**config.mk**
```make
export PLATFORM = sky130hd
export DESIGN_NAME = multicycle_controller
export DESIGN_NICKNAME = d
export VERILOG_FILES = /design/src/rtl/riscv_ctrl_pkg.sv /design/src/rtl/alu_decoder.sv /design/src/rtl/multicycle_controller.sv
export SDC_FILE = /design/constraint.sdc
export NUM_CORES = 1
export LEC_CHECK = 0
export CAP_MARGIN = 10
export CORE_MARGIN = 2
export CORE_UTILIZATION = 40
export DETAILED_ROUTE_END_ITERATION = 6
export GPL_TIMING_DRIVEN = 0
export PLACE_DENSITY = 0.84
export SLEW_MARGIN = 40
export SYNTH_ARGS = -nofsm -noshare
export SYNTH_HDL_FRONTEND = slang
export SYNTH_SLANG_ARGS = --single-unit
```
**constraint.sdc**
```tcl
create_clock -name clk -period 3.05 [get_ports clk]
set_input_delay 0.915 -clock clk [delete_from_list [all_inputs] [get_ports clk]]
set_output_delay 0.915 -clock clk [all_outputs]
set_load 0.02 [all_outputs]
```
**src/rtl/riscv_ctrl_pkg.sv**
```systemverilog
// Shared definitions for the multicycle RISC-V control path:
// state encoding, opcodes, ALU codes and datapath mux selects.
package riscv_ctrl_pkg;

  typedef enum logic [3:0] {
    S_FETCH    = 4'd0,
    S_DECODE   = 4'd1,
    S_MEMADR   = 4'd2,
    S_MEMREAD  = 4'd3,
    S_MEMWB    = 4'd4,
    S_MEMWRITE = 4'd5,
    S_EXECUTER = 4'd6,
    S_EXECUTEI = 4'd7,
    S_ALUWB    = 4'd8,
    S_BEQ      = 4'd9,
    S_JAL      = 4'd10
  } state_e;

  localparam logic [6:0] OP_LW   = 7'b0000011;
  localparam logic [6:0] OP_SW   = 7'b0100011;
  localparam logic [6:0] OP_R    = 7'b0110011;
  localparam logic [6:0] OP_I    = 7'b0010011;
  localparam logic [6:0] OP_BEQ  = 7'b1100011;
  localparam logic [6:0] OP_JAL  = 7'b1101111;

  localparam logic [2:0] ALU_ADD = 3'b000;
  localparam logic [2:0] ALU_SUB = 3'b001;
  localparam logic [2:0] ALU_AND = 3'b010;
  localparam logic [2:0] ALU_OR  = 3'b011;
  localparam logic [2:0] ALU_SLT = 3'b101;

  localparam logic [1:0] ALUOP_ADD   = 2'b00;
  localparam logic [1:0] ALUOP_SUB   = 2'b01;
  localparam logic [1:0] ALUOP_FUNCT = 2'b10;

  localparam logic [1:0] RES_ALUOUT    = 2'b00;
  localparam logic [1:0] RES_DATA      = 2'b01;
  localparam logic [1:0] RES_ALURESULT = 2'b10;

  localparam logic [1:0] SRCA_PC    = 2'b00;
  localparam logic [1:0] SRCA_OLDPC = 2'b01;
  localparam logic [1:0] SRCA_RS1   = 2'b10;

  localparam logic [1:0] SRCB_RS2  = 2'b00;
  localparam logic [1:0] SRCB_IMM  = 2'b01;
  localparam logic [1:0] SRCB_FOUR = 2'b10;

  localparam logic [1:0] IMM_I = 2'b00;
  localparam logic [1:0] IMM_S = 2'b01;
  localparam logic [1:0] IMM_B = 2'b10;
  localparam logic [1:0] IMM_J = 2'b11;

  function automatic logic op_supported(input logic [6:0] op);
    return (op == OP_LW) || (op == OP_SW) || (op == OP_R) ||
           (op == OP_I) || (op == OP_BEQ) || (op == OP_JAL);
  endfunction

endpackage

```
**src/rtl/alu_decoder.sv**
```systemverilog
// Maps the controller's ALUOp plus instruction function bits to an ALU operation.
module alu_decoder
  import riscv_ctrl_pkg::*;
(
  input  logic [1:0] alu_op_i,
  input  logic [2:0] funct3_i,
  input  logic       op5_i,
  input  logic       funct7b5_i,
  output logic [2:0] alu_control_o
);

  always_comb begin
    alu_control_o = ALU_ADD;
    case (alu_op_i)
      ALUOP_SUB: alu_control_o = ALU_SUB;
      ALUOP_FUNCT: begin
        case (funct3_i)
          // op[5] separates R-type sub from I-type addi, which has no subtract form
          3'b000:  alu_control_o = (op5_i && funct7b5_i) ? ALU_SUB : ALU_ADD;
          3'b010:  alu_control_o = ALU_SLT;
          3'b110:  alu_control_o = ALU_OR;
          3'b111:  alu_control_o = ALU_AND;
          default: alu_control_o = ALU_ADD;
        endcase
      end
      default: alu_control_o = ALU_ADD;
    endcase
  end

endmodule

```
**src/rtl/multicycle_controller.sv**
```systemverilog
// Main control FSM for the multicycle RISC-V datapath: one state per clock,
// Moore outputs except PCWrite, which also takes the branch zero flag.
// FETCH: load IR, PC+=4 | DECODE: read regs, OldPC+imm | MEMADR: rs1+imm
// MEMREAD: load data | MEMWB: write load data | MEMWRITE: store data
// EXECUTER/EXECUTEI: ALU op | ALUWB: write ALUOut | BEQ: compare | JAL: PC jump
module multicycle_controller
  import riscv_ctrl_pkg::*;
(
  input  logic       clk,
  input  logic       reset,
  input  logic [6:0] op,
  input  logic [2:0] funct3,
  input  logic       funct7b5,
  input  logic       zero,
  output logic       PCWrite,
  output logic       AdrSrc,
  output logic       MemWrite,
  output logic       IRWrite,
  output logic       RegWrite,
  output logic [1:0] ResultSrc,
  output logic [1:0] ALUSrcA,
  output logic [1:0] ALUSrcB,
  output logic [1:0] ImmSrc,
  output logic [2:0] ALUControl,
  output logic       instr_done
);

  state_e     state_q, state_d, cur_state;
  logic [1:0] alu_op;
  logic       pc_update, branch, mem_write, ir_write, reg_write, done;

  always_ff @(posedge clk) begin
    if (reset) state_q <= S_FETCH;
    else       state_q <= state_d;
  end

  always_comb begin
    state_d = S_FETCH;
    case (state_q)
      S_FETCH: state_d = S_DECODE;
      S_DECODE: begin
        case (op)
          OP_LW, OP_SW: state_d = S_MEMADR;
          OP_R:         state_d = S_EXECUTER;
          OP_I:         state_d = S_EXECUTEI;
          OP_BEQ:       state_d = S_BEQ;
          OP_JAL:       state_d = S_JAL;
          default:      state_d = S_FETCH;
        endcase
      end
      S_MEMADR:   state_d = (op == OP_LW) ? S_MEMREAD : S_MEMWRITE;
      S_MEMREAD:  state_d = S_MEMWB;
      S_EXECUTER: state_d = S_ALUWB;
      S_EXECUTEI: state_d = S_ALUWB;
      S_JAL:      state_d = S_ALUWB;
      default:    state_d = S_FETCH;
    endcase
  end

  // During reset the outputs show FETCH decode, with write enables masked below
  assign cur_state = reset ? S_FETCH : state_q;

  always_comb begin
    AdrSrc    = 1'b0;
    mem_write = 1'b0;
    ir_write  = 1'b0;
    reg_write = 1'b0;
    ResultSrc = RES_ALUOUT;
    ALUSrcA   = SRCA_PC;
    ALUSrcB   = SRCB_RS2;
    alu_op    = ALUOP_ADD;
    pc_update = 1'b0;
    branch    = 1'b0;
    done      = 1'b0;
    case (cur_state)
      S_FETCH: begin
        ir_write  = 1'b1;
        ALUSrcB   = SRCB_FOUR;
        ResultSrc = RES_ALURESULT;
        pc_update = 1'b1;
      end
      S_DECODE: begin
        ALUSrcA = SRCA_OLDPC;
        ALUSrcB = SRCB_IMM;
        done    = !op_supported(op);
      end
      S_MEMADR: begin
        ALUSrcA = SRCA_RS1;
        ALUSrcB = SRCB_IMM;
      end
      S_MEMREAD: AdrSrc = 1'b1;
      S_MEMWB: begin
        ResultSrc = RES_DATA;
        reg_write = 1'b1;
        done      = 1'b1;
      end
      S_MEMWRITE: begin
        AdrSrc    = 1'b1;
        mem_write = 1'b1;
        done      = 1'b1;
      end
      S_EXECUTER: begin
        ALUSrcA = SRCA_RS1;
        alu_op  = ALUOP_FUNCT;
      end
      S_EXECUTEI: begin
        ALUSrcA = SRCA_RS1;
        ALUSrcB = SRCB_IMM;
        alu_op  = ALUOP_FUNCT;
      end
      S_ALUWB: begin
        reg_write = 1'b1;
        done      = 1'b1;
      end
      S_BEQ: begin
        ALUSrcA = SRCA_RS1;
        alu_op  = ALUOP_SUB;
        branch  = 1'b1;
        done    = 1'b1;
      end
      S_JAL: begin
        ALUSrcA   = SRCA_OLDPC;
        ALUSrcB   = SRCB_FOUR;
        pc_update = 1'b1;
      end
      default: ;
    endcase
  end

  assign PCWrite    = !reset && (pc_update || (branch && zero));
  assign IRWrite    = !reset && ir_write;
  assign RegWrite   = !reset && reg_write;
  assign MemWrite   = !reset && mem_write;
  assign instr_done = !reset && done;

  always_comb begin
    case (op)
      OP_SW:   ImmSrc = IMM_S;
      OP_BEQ:  ImmSrc = IMM_B;
      OP_JAL:  ImmSrc = IMM_J;
      default: ImmSrc = IMM_I;
    endcase
  end

  alu_decoder u_alu_decoder (
    .alu_op_i      (alu_op),
    .funct3_i      (funct3),
    .op5_i         (op[5]),
    .funct7b5_i    (funct7b5),
    .alu_control_o (ALUControl)
  );

endmodule
```
Word level (Yosys, flattened, before mapping) --
Index checks and enable logic that the tools add are counted.
Word-level totals: register bits 4, bits of input ports 14, logic and storage cells 75
Operators by class: equal/unequal tests 27, mux-type cells 19, reduce and logical (&&, ||, !) cells 28
Operators with widths (count):
- case mux 4 bit (5 select lines) | 2
- equality test 4 x 3 -> 1 bit, second input constant | 6
- equality test 4 x 2 -> 1 bit, second input constant | 4
- equality test 4 bit, second input constant | 4
- case mux 2 bit (2 select lines) | 4
- equality test 7 x 6 -> 1 bit, second input constant | 2
- equality test 7 bit, second input constant | 2
- case mux 3 bit (4 select lines) | 1
- OR reduction 2 bit | 6
- equality test 4 x 1 -> 1 bit, second input constant | 2
- logical NOT 4 bit | 2
- OR reduction 4 bit | 2
- equality test 7 x 2 -> 1 bit, second input constant | 1
- equality test 7 x 5 -> 1 bit, second input constant | 1
- logical AND 1 bit | 7
- two-way mux 1 bit | 7
- equality test 3 bit, second input constant | 2
- logical OR 1 bit | 6
- case mux 2 bit (3 select lines) | 1
- case mux 3 bit (2 select lines) | 1
- OR reduction 3 bit | 2
- two-way mux 4 bit | 1
- equality test 3 x 2 -> 1 bit, second input constant | 1
- logical NOT 3 bit | 1
- other kinds (5) | 6

Logic depth before layout (Yosys ltp) --
Gate-level depths: netlist of run 1.
depth after elaboration 9, depth in mapped cells 8

Cells and area by module --
A second synthesis of run 1 with hierarchy kept.
Second synthesis, totals: cell total of the unflattened synthesis 86, area total of the unflattened synthesis 614.3 um^2
Modules (own cells, without submodules):
- multicycle_controller | instances 1, cells each 75, area each 518.0 um^2
- alu_decoder | instances 1, cells each 11, area each 96.3 um^2

Worst setup path before layout of run 1 --
No wires, ideal clock.
path kind in2out, start in reset, end out ALUControl[1], arrival time 2124 ps, required time 2135 ps, path slack 11 ps, stages 5, path buffers 1, path through buf_6 -> nor2_1 -> nand3_1 -> ha_1 -> nor3b_1
On the way: word-level cells in the longest chain between the ends 6, elaborated cells on any way between the ends 9
Ends and longest elaborated chain:
- start, declared | RTL line multicycle_controller.sv:10 | input logic reset,
- two-way mux 4 bit (*) | RTL line multicycle_controller.sv:61 | assign cur_state = reset ? S_FETCH : state_q;
- equality test 4 x 3 -> 1 bit | RTL line multicycle_controller.sv:75 | case (cur_state)
- OR reduction 2 bit (no line)
- case mux 2 bit (2 select lines) (*) | RTL line multicycle_controller.sv:75
- equality test 2 bit / equality test 2 x 1 -> 1 bit (equally long branches) | RTL line alu_decoder.sv:14 | case (alu_op_i)
- case mux 3 bit (2 select lines) (*) | RTL line alu_decoder.sv:14
- end, declared | RTL line multicycle_controller.sv:24 | output logic [2:0] ALUControl,
Every way passes the cells marked *; elsewhere a longest branch is shown, timed or not.

Worst setup path in the final report of run 1 --
start in op[4], end out ImmSrc[1]
On the way: word-level cells in the longest chain between the ends 2, elaborated cells on any way between the ends 4
Ends and longest elaborated chain:
- start, declared | RTL line multicycle_controller.sv:11 | input logic [6:0] op,
- equality test 7 bit / equality test 7 x 6 -> 1 bit (equally long branches) | RTL line multicycle_controller.sv:137 | case (op)
- case mux 2 bit (3 select lines) (*) | RTL line multicycle_controller.sv:137
- end, declared | RTL line multicycle_controller.sv:23 | output logic [1:0] ImmSrc,
Marks and branches as above.

==> flow_summary.json, run 1 <==
{
  "dieArea_um2": 1972,
  "tritoncts": "yes",
  "combPwrFrac_pct": 37.9,
  "rsz0062_at_grt": "false",
  "clkLatencyLatePin_ns": 0.25,
  "wl_per_cell_um": 13.15,
  "grt-ovfl-total": 0,
  "cts-root-buf": "clkbuf_4",
  "rows": 14,
  "first_iter_violations": 11,
  "via_count": 775,
  "startpoint_type": "input port",
  "clk_pin_slew_ns": 0.04,
  "track_usage_pct": 20.08,
  "fin_worst_skew_ns": 0.006119,
  "grt_max_degree": 11,
  "cp-startpoint": "op[4]",
  "reg2reg_depth": 4,
  "dieWidth_um": 44.41,
  "cp.required_ns": 2.13,
  "arrival_ns": 2.02,
  "final_common_cell": "clkdlybuf4s50_1",
  "crit_path_end": "ImmSrc[1]",
  "core_um2": 1524,
  "largest-register": "state_q",
  "drive_gt1_share_pct": 22.95,
  "power.leakage_nw": 0.4486,
  "fin_crit_sh_pct": 96.24,
  "tightest_slew_ns": 0.2842,
  "area_growth_pct": 53.26,
  "peakVddDrop_mv": 0.2152,
  "utilization_pct": 65.68,
  "worstHoldStart": "state_q[2]",
  "r2r_end": "state_q[0]",
  "grt_pass1_wl_mm": 2.863,
  "cts.sinks": 4,
  "syn_inst": 88,
  "p_int_mw": 0.1367,
  "status": "completed",
  "reg_top3": "state_q (4)",
  "ys_seq_elements": 4,
  "ios": 31,
  "slew_headroom_pct": 80.78,
  "timing.rr.start": "state_q[3]",
  "drt.antenna.violating_nets": 0,
  "clockBufferDepth": 2,
  "syn_nets": 104,
  "antenna_found_initial": 0,
  "p_per_area_nw_per_um2": 199.2,
  "dp_hpwl_mm": 1.313,
  "dr.pass1.iters": 4,
  "synth_area_per_cell_um2": 7.422,
  "final_cell_count_no_fill": 138,
  "finalHoldViolations": 0,
  "num-nets-final": 140,
  "setup_viol_count_final": 0,
  "rrSetupSlack_ns": 1.91,
  "start_util_pct": 42.86,
  "dp.cells": 133,
  "fmax_mhz": 340.7,
  "grt_pass1_vias": 702,
  "wl_mm": 1.815,
  "vias_per_cell": 5.616,
  "p_clk_share_pct": 34.2,
  "multi_input_area_um2": 534.3,
  "worstHoldPathType": "reg2reg",
  "place_congestion": 0.7824,
  "path_max_fanout": 6,
  "seqPwrFrac_pct": 27.8,
  "period_minus_slack_ns": 2.935,
  "p_switching_mw": 0.06270,
  "port_buffers": 29,
  "die_h_um": 44.41,
  "drc": 0,
  "regArea_um2": 80.08,
  "insertedDiodeCount": 0,
  "ys_seq_area_share_pct": 12.26,
  "switching_share_pct": 31.44,
  "htree_num_levels": 1,
  "whs_ns": 0.6551,
  "maxCapViolations": 0,
  "yosys_warnings": 0,
  "netlist_area_um2": 653.1,
  "yosys.cell_types.count": 34,
  "finalPower_mw": 0.1994,
  "fin_setup_tns_ns": 0,
  "largest_register_ffs": 4,
  "crit_type": "in2out",
  "finalMaxSlewViolations": 0,
  "fill_cells": 148,
  "numCtsBuffers": 3,
  "final_cell_mix": "15 x clkdlybuf4s50_1, 7 x buf_4, 6 x a21oi_1",
  "cp-end-kind": "output port"
}
## how the worst min path moves through the flow
stage	cells after the start	slack, ns	endpoint
4_1_cts	3	0.66	state_q[1]
3_5_place_dp	2	0.65	state_q[0]
2_1_floorplan	2	0.57	state_q[3]
6_report	3	0.66	state_q[1]
3_3_place_gp	2	0.65	state_q[3]
5_1_grt	3	0.69	state_q[1]
## layer usage
layer | vias to the layer above | GRT usage [%] | part of all wire, % | wire length, µm
met3 | 4 | 6.531 | 6.7 | 122
met4 | 0 | 10.91 | 1.6 | 29
met5 | - | 0 | 0 | 0
met1 | 355 | 22.96 | 43 | 784
li1 | 385 | - | - | -
met2 | 31 | 32.94 | 48 | 878
## cells in the mapped netlist, drive strengths merged
| master | count | area share (%) |
|---|---|---|
| nor2 | 7 | 4.0 |
| a21oi | 6 | 4.6 |
| buf | 5 | 6.9 |
| inv | 5 | 2.9 |
| nand2b | 5 | 4.8 |
| nor3 | 5 | 3.8 |
| o21ai | 5 | 3.8 |
| dfxtp | 4 | 12 |
| nand2 | 4 | 2.3 |
| nand3 | 4 | 3.1 |
| and2 | 3 | 2.9 |
| and3 | 3 | 2.9 |
| nand3b | 3 | 3.4 |
| nor2b | 3 | 4.0 |
| xor2 | 3 | 4.0 |
| a21o | 2 | 2.3 |
| and3b | 2 | 2.7 |
| ha | 2 | 3.8 |
| mux2i | 2 | 3.1 |
| nor3b | 2 | 2.3 |
| o32ai | 2 | 3.8 |
| xnor2 | 2 | 2.7 |
| a211oi | 1 | 1.9 |
| a21boi | 1 | 1.1 |
| and2b | 1 | 1.1 |
| and4b | 1 | 2.1 |
| and4bb | 1 | 1.9 |
| nor4b | 1 | 1.3 |
| o2111ai | 1 | 1.3 |
| o221a | 1 | 1.7 |
| or3 | 1 | 0.96 |
## cell type report
type,count,share of cell area [%]
buffer,5,4.500
sequential,4,8.000
timing repair buffer,31,28.00
inverter,5,1.875
tap,16,2.000
multi-input combinational,74,53.37
clock buffer,3,2.250
## critical path, stage by stage
cell             delay (ns)
dlygate4sd2_1          0.29
and4b_4                0.37
nand3_2                0.09
inv_1                  0.10
clkdlybuf4s15_2        0.26
## power groups by stage
| stage | registers (mW) | logic (mW) | clock network [mW] |
|---|---|---|---|
| 6_report | 0.0555 | 0.0756 | 0.0682 |
| 5_1_grt | 0.0558 | 0.0810 | 0.0736 |
| 4_1_cts | 0.0555 | 0.0742 | 0.0700 |
| 3_5_place_dp | 0.0563 | 0.0759 | 0 |
| 3_3_place_gp | 0.0564 | 0.0747 | 0 |
| 2_1_floorplan | 0.0560 | 0.0391 | 0 |
## timing repair
item | in CTS | in global routing
gates resized for setup | 29 | 14
pin swaps | 2 | 2
hold buffers | 0 | 0
buffers inserted | 1 | 1
setup endpoints to repair | 8 | 5
## per-stage QoR
step | setup WS [ns] | instance area (µm²)
after floorplan | 0.01106 | 653.1
after global placement | -0.6371 | 963.4
after detailed placement | -0.6150 | 963.4
after CTS | 0.005706 | 993.5
after global routing | 0.01861 | 1001
final | 0.1147 | 1001
## cells by family after synthesis
logic type | Yosys count | synth area share [%]
mux | 2 | 3.065
buf+inv | 10 | 9.770
flops | 4 | 12.26
simple gates | 46 | 43.68
compound gates | 19 | 20.69
fa+ha+maj | 2 | 3.831
xor+xnor | 5 | 6.706
Power figures use the tool's default switching activity.
==> run 2: changes to the inputs <==
Settings changed: GPL_TIMING_DRIVEN 0 to 1.
==> flow_summary.json, run 2 (synthesis results as in run 1) <==
{
  "status": "completed",
  "arrival_ns": 2.08,
  "cts.sinks": 4,
  "grt_pass1_vias": 847,
  "grt_busiest_layer": "met2",
  "gr-usage-met2_pct": 42.35,
  "area_growth_pct": 72.22,
  "grt_max_degree": 16,
  "cp-end-kind": "output port",
  "p_per_area_nw_per_um2": 186.3,
  "dp_hpwl_mm": 1.555,
  "clockBufferDepth": 2,
  "dieWidth_um": 44.41,
  "whs_ns": 0.7304,
  "first_iter_violations": 41,
  "final_common_cell": "buf_4",
  "seqPwrFrac_pct": 25.9,
  "die_h_um": 44.41,
  "htree_num_levels": 1,
  "p_int_mw": 0.1456,
  "grt-ovfl-total": 0,
  "via_count": 838,
  "slowest_stage": "clkdlybuf4s50_1",
  "tritoncts": "yes",
  "slew_headroom_pct": 81.48,
  "startpoint_type": "input port",
  "clkLatencyLatePin_ns": 0.23,
  "core_um2": 1524,
  "period_minus_slack_ns": 2.999,
  "track_usage_pct": 23.51,
  "finalMaxSlewViolations": 0,
  "grt_pass1_wl_mm": 3.498,
  "final_cell_mix": "25 x buf_4, 11 x clkdlybuf4s50_1, 9 x dlygate4sd2_1",
  "crit_type": "in2out",
  "reg_top3": "state_q (4)",
  "fin_worst_skew_ns": 0.006812,
  "power.leakage_nw": 0.5358,
  "switching_share_pct": 30.51,
  "antenna_found_initial": 0,
  "slowest_delay_ns": 0.60,
  "p_switching_mw": 0.06393,
  "cp_cell_sequence": "clkdlybuf4s50_1, and3_1, nand2_1, a21oi_2, buf_6",
  "finalHoldViolations": 0,
  "vias_per_cell": 5.442,
  "numCtsBuffers": 3,
  "insertedDiodeCount": 0,
  "start_util_pct": 42.86,
  "maxCapViolations": 0,
  "largest-register": "state_q",
  "cp.required_ns": 2.13,
  "tightest_slew_ns": 0.2739,
  "dieArea_um2": 1972,
  "wl_mm": 2.019,
  "fmax_mhz": 333.4,
  "port_buffers": 30,
  "rows": 14,
  "place_congestion": 0.8529,
  "path_max_fanout": 5,
  "drc": 0,
  "dp_slack_ns": -0.7300,
  "grt_util_met1_pct": 27.59,
  "setup_viol_count_final": 0,
  "largest_register_ffs": 4,
  "utilization_pct": 73.81,
  "fin_crit_sh_pct": 98.34,
  "rsz0062_at_grt": "true",
  "clk_pin_slew_ns": 0.04,
  "ctsHoldBuffers": 0,
  "peakVddDrop_mv": 0.1286,
  "ios": 31,
  "num-nets-final": 156,
  "use_met3_pct": 3.673,
  "drive_gt1_share_pct": 34.78,
  "dr.pass1.iters": 4,
  "wl_per_cell_um": 13.11,
  "cts-root-buf": "clkbuf_4",
  "drt.antenna.violating_nets": 0,
  "fin_setup_tns_ns": 0,
  "p_clk_share_pct": 31.6,
  "worstHoldPathType": "reg2reg",
  "combPwrFrac_pct": 42.5,
  "setup_ws_ns": 0.05056
}
==> run 2: layout make-up <==
type | instances | area (µm²)
clock buffer | 3 | 22.52
fill | 126 | 399.1
inverter | 5 | 18.77
multi-input combinational | 74 | 553.0
sequential | 4 | 80.08
tap | 16 | 20.02
timing repair buffer | 52 | 430.4
==> run 2: what timing repair did <==
item                                    4_1_cts  5_1_grt
gates cloned                                  0        0
pin swaps                                     7        3
gates resized for setup                      49       13
endpoints found under the setup margin       17        6
setup buffers                                 1        0
==> run 2: critical path, delay by kind of cell <==
kind | cells | cell delay (ns)
compound gates | 1 | 0.14
buf+inv | 2 | 0.73
simple gates | 2 | 0.29
==> run 2: power groups by stage <==
| stage | clock [mW] | sequential [mW] | combinational, mW |
|---|---|---|---|
| floorplan | 0 | 0.0560 | 0.0391 |
| global placement | 0 | 0.0551 | 0.0880 |
| detailed placement | 0 | 0.0551 | 0.0913 |
| CTS | 0.0666 | 0.0543 | 0.0886 |
| global route | 0.0720 | 0.0546 | 0.0967 |
| finish | 0.0661 | 0.0543 | 0.0891 |
==> run 2: final timing paths <==
kind	cells past startpoint	slack, ns	to	from
worst min register to register	3	0.73	state_q[1]	state_q[0]
worst min-delay path	3	0.73	state_q[1]	state_q[0]
worst max-delay path	5	0.05	ImmSrc[0]	op[6]
worst max register to register	5	1.80	state_q[2]	state_q[3]
==> run 2: layer usage <==
layer / up-vias / routed length [µm]
met1: 386 / 858
met4: 0 / 27
li1: 418 / -
met3: 4 / 88
met2: 30 / 1045
met5: - / 0
==> run 2: through the flow <==
step	std cells	power (mW)	cell area, µm²
global route	154	0.2233	1125
CTS	154	0.2095	1100
floorplan	88	0.09502	653.1
detailed placement	150	0.1464	1086
global placement	150	0.1432	1086
finish	154	0.2095	1125
